$ cat src/rtl/image_mem_loader.sv
// Byte-stream loader for the frame RAM write port.
// Header (width/height) then row-major pixels from BASE_ADDRESS.
module image_mem_loader #(
  parameter int                ADDR_W       = 18,
  parameter logic [ADDR_W-1:0] BASE_ADDRESS = 'h10,
  parameter int                MAX_PIXELS   = 262128
) (
  input  logic              clk,
  input  logic              rst,
  input  logic              start,
  input  logic [7:0]        in_data,
  input  logic              in_valid,
  output logic              in_ready,
  output logic [ADDR_W-1:0] wraddress,
  output logic [7:0]        data,
  output logic              wren,
  output logic              busy,
  output logic              done,
  output logic              error,
  output logic [ADDR_W-1:0] pixel_count
);

  typedef enum logic [3:0] {
    IDLE, HDR_W_HI, HDR_W_LO, HDR_H_HI, HDR_H_LO,
    CHECK, PIXELS, DONE, ERROR
  } state_e;

  localparam logic [31:0] MaxPix = 32'(MAX_PIXELS);

  state_e            state_q, state_d;
  logic [15:0]       width_q, width_d;
  logic [15:0]       height_q, height_d;
  logic              wren_q, wren_d;
  logic [ADDR_W-1:0] waddr_q, waddr_d;
  logic [7:0]        wdata_q, wdata_d;
  logic              busy_q, busy_d;
  logic              done_q, done_d;
  logic              error_q, error_d;
  logic [ADDR_W-1:0] pcnt_q, pcnt_d;

  logic        accept;
  logic [31:0] total;
  logic [31:0] pcnt_nxt;

  always_comb begin
    in_ready = 1'b0;
    unique case (state_q)
      HDR_W_HI, HDR_W_LO,
      HDR_H_HI, HDR_H_LO,
      PIXELS:  in_ready = 1'b1;
      default: in_ready = 1'b0;
    endcase
  end

  assign accept   = in_valid && in_ready;
  assign total    = 32'(width_q) * 32'(height_q);
  assign pcnt_nxt = 32'(pcnt_q) + 32'd1;

  always_comb begin
    state_d  = state_q;
    width_d  = width_q;
    height_d = height_q;
    wren_d   = 1'b0;
    waddr_d  = waddr_q;
    wdata_d  = wdata_q;
    busy_d   = busy_q;
    done_d   = done_q;
    error_d  = error_q;
    pcnt_d   = pcnt_q;
    unique case (state_q)
      IDLE, DONE, ERROR: begin
        if (start) begin
          state_d = HDR_W_HI;
          busy_d  = 1'b1;
          done_d  = 1'b0;
          error_d = 1'b0;
          pcnt_d  = '0;
        end
      end
      HDR_W_HI: if (accept) begin
        wren_d        = 1'b1;
        waddr_d       = ADDR_W'(0);
        wdata_d       = in_data;
        width_d[15:8] = in_data;
        state_d       = HDR_W_LO;
      end
      HDR_W_LO: if (accept) begin
        wren_d       = 1'b1;
        waddr_d      = ADDR_W'(1);
        wdata_d      = in_data;
        width_d[7:0] = in_data;
        state_d      = HDR_H_HI;
      end
      HDR_H_HI: if (accept) begin
        wren_d         = 1'b1;
        waddr_d        = ADDR_W'(4);
        wdata_d        = in_data;
        height_d[15:8] = in_data;
        state_d        = HDR_H_LO;
      end
      HDR_H_LO: if (accept) begin
        wren_d        = 1'b1;
        waddr_d       = ADDR_W'(5);
        wdata_d       = in_data;
        height_d[7:0] = in_data;
        state_d       = CHECK;
      end
      CHECK: begin
        if (width_q == '0 || height_q == '0 || total > MaxPix) begin
          state_d = ERROR;
          busy_d  = 1'b0;
          error_d = 1'b1;
        end else begin
          state_d = PIXELS;
        end
      end
      PIXELS: if (accept) begin
        wren_d  = 1'b1;
        waddr_d = BASE_ADDRESS + pcnt_q;
        wdata_d = in_data;
        pcnt_d  = pcnt_q + ADDR_W'(1);
        // Last pixel: finish on the accepting edge
        if (pcnt_nxt == total) begin
          state_d = DONE;
          busy_d  = 1'b0;
          done_d  = 1'b1;
        end
      end
      default: state_d = IDLE;
    endcase
  end

  always_ff @(posedge clk or posedge rst) begin
    if (rst) begin
      state_q  <= IDLE;
      width_q  <= '0;
      height_q <= '0;
      wren_q   <= 1'b0;
      waddr_q  <= '0;
      wdata_q  <= '0;
      busy_q   <= 1'b0;
      done_q   <= 1'b0;
      error_q  <= 1'b0;
      pcnt_q   <= '0;
    end else begin
      state_q  <= state_d;
      width_q  <= width_d;
      height_q <= height_d;
      wren_q   <= wren_d;
      waddr_q  <= waddr_d;
      wdata_q  <= wdata_d;
      busy_q   <= busy_d;
      done_q   <= done_d;
      error_q  <= error_d;
      pcnt_q   <= pcnt_d;
    end
  end

  assign wren        = wren_q;
  assign wraddress   = waddr_q;
  assign data        = wdata_q;
  assign busy        = busy_q;
  assign done        = done_q;
  assign error       = error_q;
  assign pixel_count = pcnt_q;

endmodule

$ cat config.mk
export PLATFORM = sky130hd
export DESIGN_NAME = image_mem_loader
export DESIGN_NICKNAME = d
export VERILOG_FILES = /design/src/rtl/image_mem_loader.sv
export SDC_FILE = /design/constraint.sdc
export NUM_CORES = 1
export LEC_CHECK = 0
export ABC_CLOCK_PERIOD_IN_PS = 7350
export BUFFER_PORTS_ARGS = -buffer_cell sky130_fd_sc_hd__buf_2
export CORE_ASPECT_RATIO = 1.75
export CORE_MARGIN = 2
export CORE_UTILIZATION = 58
export CTS_CLUSTER_DIAMETER = 200
export DETAILED_ROUTE_END_ITERATION = 8
export PLACE_DENSITY = 0.86
export SLEW_MARGIN = 10
export SYNTH_ARGS = -nofsm -noshare
export SYNTH_HDL_FRONTEND = slang
export SYNTH_SLANG_ARGS = --single-unit
export TNS_END_PERCENT = 50
$ cat constraint.sdc
create_clock -name clk -period 7.35 [get_ports clk]
set_clock_uncertainty 0.15 [all_clocks]
set_input_delay 0.3675 -clock clk [delete_from_list [all_inputs] [get_ports clk]]
set_output_delay 0.3675 -clock clk [all_outputs]
set_load 0.02 [all_outputs]
# Word-level counts from Yosys, hierarchy flattened
# Index checks and enable logic that the tools add are counted.
totals:
  input_bits: 12
  out_inout_bits: 49
  regBits: 84
op_classes:
  reduce_logical: 23
  mux: 32
  n_addsub: 3
  n_eq_ne: 17
  mul: 1
  order_cmp: 1
op_table:
  columns: ["operator", "count"]
  rows:
  - ["18-bit 2-to-1 mux", 7]
  - ["18-bit case mux with 5 select lines", 1]
  - ["18-bit case mux with 2 select lines", 1]
  - ["19-bit by 32-bit equality test with 1-bit output", 1]
  - ["32-bit by 18-bit greater-than comparator with 1-bit output, second input constant", 1]
  - ["16-bit logical NOT", 2]
  - ["16-bit by 16-bit multiplier with 32-bit output", 1]
  - ["4-bit 2-to-1 mux", 8]
  - ["4-bit case mux with 7 select lines", 1]
  - ["18-bit by 1-bit adder with 19-bit output, second input constant", 1]
  - ["18-bit by 1-bit adder with 18-bit output, second input constant", 1]
  - ["5-bit by 18-bit adder with 18-bit output, first input constant", 1]
  - ["4-bit by 3-bit equality test with 1-bit output, second input constant", 4]
  - ["2-bit inequality test, second input constant", 8]
  - ["1-bit 2-to-1 mux", 11]
  - ["2-bit AND reduction", 5]
  - ["4-bit by 2-bit equality test with 1-bit output, second input constant", 2]
  - ["7-bit AND reduction", 1]
  - ["3-bit AND reduction", 2]
  - ["6-bit AND reduction", 1]
  - ["5-bit AND reduction", 1]
  - ["5-bit nonzero test", 1]
  - ["5-bit OR reduction", 1]
  - ["4-bit by 1-bit equality test with 1-bit output, second input constant", 1]
  - ["other kinds (10)", 13]

# Depth between registers and ports, before layout
depth:
  word_depth: 6
  ltp_mapped: 26

# Worst setup path after synthesis
# OpenSTA, ideal clock, no wires.
synth_timing:
  path_type: "register to register"
  start: "register height_q[9]"
  end: "register state_q[0]"
  slack_ns: 0.257
  arrival_ns: 6.870
  period_less_slack_ns: 7.093
  path_buffers: 3
  stages_incl_launch_ff: 25
  cell_sequence: "dfrtp_1 clkbuf_1 clkbuf_1 nand2_1 fa_1 inv_1 fa_1 fa_1 fa_1 fa_1 inv_1 fa_1 inv_1 ha_1 buf_2 a21o_1 or3_1 a211o_1 and4_1 xnor2_1 or4_1 nor4_1 nand4bb_1 a31o_1 a21oi_2"
synth_between:
  elab_chain_len: 4
synth_rtl:
  columns: ["item", "line_no", "rtl"]
  rows:
  - ["from (decl)", "32", "logic [15:0] height_q, height_d;"]
  - ["from (signal assigned)", "148", "height_q <= height_d;"]
  - ["16-bit by 16-bit multiplier with 32-bit output", "56", "assign total = 32'(width_q) * 32'(height_q);"]
  - ["19-bit by 32-bit equality test with 1-bit output", "123", "if (pcnt_nxt == total) begin"]
  - ["2-bit inequality test (no source line)", null, null]
  - ["7-bit AND reduction (no source line)", null, null]
  - ["to (signal assigned)", "146", "state_q <= state_d;"]
  - ["to (decl)", "30", "state_e state_q, state_d;"]
# No other way between the ends.
# A chain may end at the register's enable or synchronous reset.

# Worst setup path after layout
layout_timing:
  start: "register width_q[2]"
  end: "register state_q[3]"
layout_between:
  elab_chain_len: 5
layout_rtl:
  columns: ["item", "line_no", "rtl"]
  rows:
  - ["from (decl)", "31", "logic [15:0] width_q, width_d;"]
  - ["from (signal assigned)", "147", "width_q <= width_d;"]
  - ["16-bit by 16-bit multiplier with 32-bit output or 16-bit logical NOT (tied branches)", "56, 109", null]
  - ["32-bit by 18-bit greater-than comparator with 1-bit output or 1-bit logical OR (tied branches)", "109", "if (width_q == '0 || height_q == '0 || total > MaxPix) begin"]
  - ["1-bit logical OR", "109", null]
  - ["4-bit 2-to-1 mux", "109", null]
  - ["4-bit case mux with 7 select lines", "70", "unique case (state_q)"]
# Several ways; a longest one is shown, not always the timed one.

==> flow_metrics.tcl <==
set metrics [dict create \
    status "finished, final reports clean" \
    synthCells 1493 \
    cts_root_buf "clkbuf_16" \
    regToRegSetupSlack_ns 0.16 \
    cap_viol_max_count 0 \
    crit_top_cell "fa_1" \
    yosys.area.top_type "fa_1" \
    wire_per_inst_um 19.73 \
    start_kind "flop" \
    antenna_found_initial 0 \
    drc 0 \
    clkSinkCount 84 \
    path_delay_family "adder cells" \
    reg2reg_to "state_q[3]$_DFFE_PP0P_" \
    io-pin-count 61 \
    drt_wl_total_mm 36.87 \
    hp-class "in2async" \
    drv_slew 0 \
    synth.cell_area_sq_um 13240 \
    synth_fp_nets 1805 \
    grt_pass1_vias 12060 \
    r2r-start "width_q[2]$_DFFE_PP0P_" \
    postRouteAntennaNets 0 \
    ys_async_sr_fraction 1.000 \
    place.gp.congestion 0.9717 \
    path_clk_slew_ns 0.07 \
    slew_headroom 0.4266 \
    synthFlopType "dfrtp_1" \
    die_area_sq_um 24100 \
    io_buffers 60 \
    synth_seq_cells 84 \
    finalHoldViolations 0 \
    yosysWarningCount 0 \
    cts_made_buffers 9 \
    hold_ws_ns 0.002053 \
    critPathBufInv 4 \
    clock_latency_ns 0.35 \
    cts_tree "yes" \
    fin_crit_ns 7.190 \
    fmax_ghz 0.1391 \
    setup_violations 0 \
    syn_to_final_growth_pct 10.90 \
    synthDistinctLibCells 69 \
    dpl_cell_area_sq_um 14160 \
    grt_max_degree 44 \
    core_sq_um 22560 \
    worstMarginPinSlew_ns 0.8596 \
    yosys-top-cells-area "fa_1 29%, dfrtp_1 16%, ha_1 10%" \
    critical_path_required_ns 7.49 \
    antenna_cells 0 \
    ff2ff_path_depth 22 \
    fin_area_sq_um 14680 \
    ys_seq_area_frac 0.1588 \
    synth_edf_count 0 \
    syn_avg_cell_area_sq_um 8.867 \
    fin_crit_sh 0.9782 \
    grt_overflow 0 \
    yosysTopAreaCellShare 0.2934 \
    die_x_um 118.2 \
    cp.arrival_ns 7.33 \
    critPathMaxFanout 9 \
    critPathLaunch "width_q[2]$_DFFE_PP0P_" \
    first_iter_violations 706 \
    worstSetupEndpointType "flop" \
    grt_pass1_wl_mm 60.91 \
    fp.dieH_um 203.9 \
    layout.nets 1876 \
    cpMaxStageDelayCell "a2111oi_0" \
    cts-hold-fix-buffers 0 \
    std_cell_rows 73 \
    viasPerCell 5.999 \
    slowest_delay_ns 0.57 \
    initial_core_util 0.5868 \
    htree_levels 3 \
    dp_hpwl_mm 29.02 \
    path_cells "buf_4, buf_4, and2_1, fa_1, fa_1, ha_1, inv_1, fa_1, fa_1, fa_1, inv_1, ha_1, a21o_1, xnor2_1, a2111oi_0, nand4_1, nor4_1, nand4_1, o211ai_1, o31a_1, nor3b_1, a21o_1" \
    drive_above_1_share 0.1600 \
    drtPass1Iterations 7 \
    num_vias 11210 \
    grtUsageTotal 0.3199 \
    cts_max_path_buffers 2 \
    critPathKind "reg2reg" \
]
worst max path at each step:
stage,to,slack (ns),depth (start not counted)
final,state_q[3]$_DFFE_PP0P_,0.16,22
after global placement,state_q[0]$_DFFE_PP0P_,0.21,23
after global routing,error$_DFFE_PP0P_,-0.08,22
after detailed placement,busy$_DFFE_PP0P_,0.11,24
after CTS,busy$_DFFE_PP0P_,0.01,23
after floorplan,state_q[0]$_DFFE_PP0P_,0.26,24
layer usage:
layer  global-route usage  up-vias  part of all wire  wire, um
met1               0.3470     5527              0.34     12410
li1                     -     4870                 -         -
met4               0.2057        0             0.073      2709
met5                    0        -                 0         0
met2               0.5820      616              0.53     19560
met3              0.04213      199             0.060      2198
worst register-to-register path, cell delays in order (launching register included):
cell	delay, ns
dfrtp_1	0.45
buf_4	0.21
buf_4	0.17
and2_1	0.15
fa_1	0.49
fa_1	0.56
ha_1	0.14
inv_1	0.05
fa_1	0.55
fa_1	0.46
fa_1	0.56
inv_1	0.05
ha_1	0.39
a21o_1	0.24
xnor2_1	0.17
a2111oi_0	0.57
nand4_1	0.29
nor4_1	0.36
nand4_1	0.17
o211ai_1	0.37
o31a_1	0.21
nor3b_1	0.26
a21o_1	0.11
metrics by stage:
stage | instances | TNS, ns | setup slack, ns | utilization
finish | 1869 | 0 | 0.1602 | 0.6508
global placement | 1847 | 0 | 0.2095 | 0.6275
detailed placement | 1847 | 0 | 0.1111 | 0.6275
floorplan | 1493 | 0 | 0.2571 | -
global route | 1869 | -0.2099 | -0.07508 | 0.6508
CTS | 1863 | 0 | 0.01360 | 0.6418
state kept, by name (all words and copies together) (netlist names):
name         cells
data             8
width_q         16
busy             1
error            1
height_q        16
wren             1
wraddress       18
pixel_count     18
done             1
state_q          4
what timing repair did:
item                                    4_1_cts  5_1_grt
endpoints found under the setup margin        0        7
setup buffers                                 0        6
gates resized for setup                       0       44
hold endpoints to repair                      0        0
cell usage after synthesis, types with 5 or more instances:
master / number
inv_1: 239
nand2_1: 227
fa_1: 194
and2_1: 122
ha_1: 106
dfrtp_1: 84
o21ai_0: 65
clkbuf_1: 64
nor2_1: 53
mux2_2: 41
xnor2_1: 41
a21oi_1: 34
xor2_1: 25
nand3_1: 21
nor4_1: 15
nand4_1: 14
nor3_1: 14
o31ai_1: 11
a21o_1: 9
and3_1: 9
buf_2: 9
a211oi_1: 8
a31oi_1: 6
nand2b_1: 5
o211ai_1: 5
o21a_1: 5
layout by cell type, fill, tap and decap left out, types with 6 or more instances in the layout:
| cell type | synthesis | layout |
|---|---|---|
| ha_1 | 106 | 104 |
| mux2_2 | 41 | 41 |
| nand3_1 | 21 | 21 |
| a211oi_1 | 8 | 6 |
| o31ai_1 | 11 | 10 |
| nor3_1 | 14 | 14 |
| clkbuf_16 | 0 | 9 |
| buf_4 | 0 | 75 |
| nor2_1 | 53 | 52 |
| xnor2_1 | 41 | 41 |
| a21oi_1 | 34 | 31 |
| nor4_1 | 15 | 12 |
| nand4_1 | 14 | 14 |
| nand2_1 | 227 | 227 |
| fa_1 | 194 | 192 |
| and3_1 | 9 | 9 |
| and2_1 | 122 | 121 |
| buf_2 | 9 | 60 |
| inv_1 | 239 | 238 |
| dfrtp_2 | 0 | 12 |
| a21o_1 | 9 | 9 |
| dfrtp_1 | 84 | 72 |
| o21ai_0 | 65 | 62 |
| xor2_1 | 25 | 25 |
logic make-up (layout without fill, tap and decap cells):
logic type | Yosys count | count (layout) | share of synthesized area
DFF | 84 | 84 | 0.1588
buffers and inverters | 316 | 392 | 0.09120
xor gates and xnor gates | 68 | 68 | 0.04659
muxes | 44 | 44 | 0.03714
AOI/OAI and AO/OA | 177 | 177 | 0.08619
and+or+nand+nor | 504 | 504 | 0.1866
adders and majority gates | 300 | 300 | 0.3935
layout make-up:
cell class              count  area, sq um
clock buffers              12        266.5
clock inverters             4        56.30
fillers                  1701         7879
inverters                 239        898.4
multi-input cells        1093        10080
flip-flops and latches     84         2117
well taps                 300        375.4
repair buffers            137        888.4
Power is not shown: default switching activity piles up to over one toggle a cycle in this logic, so the estimate is an artifact.
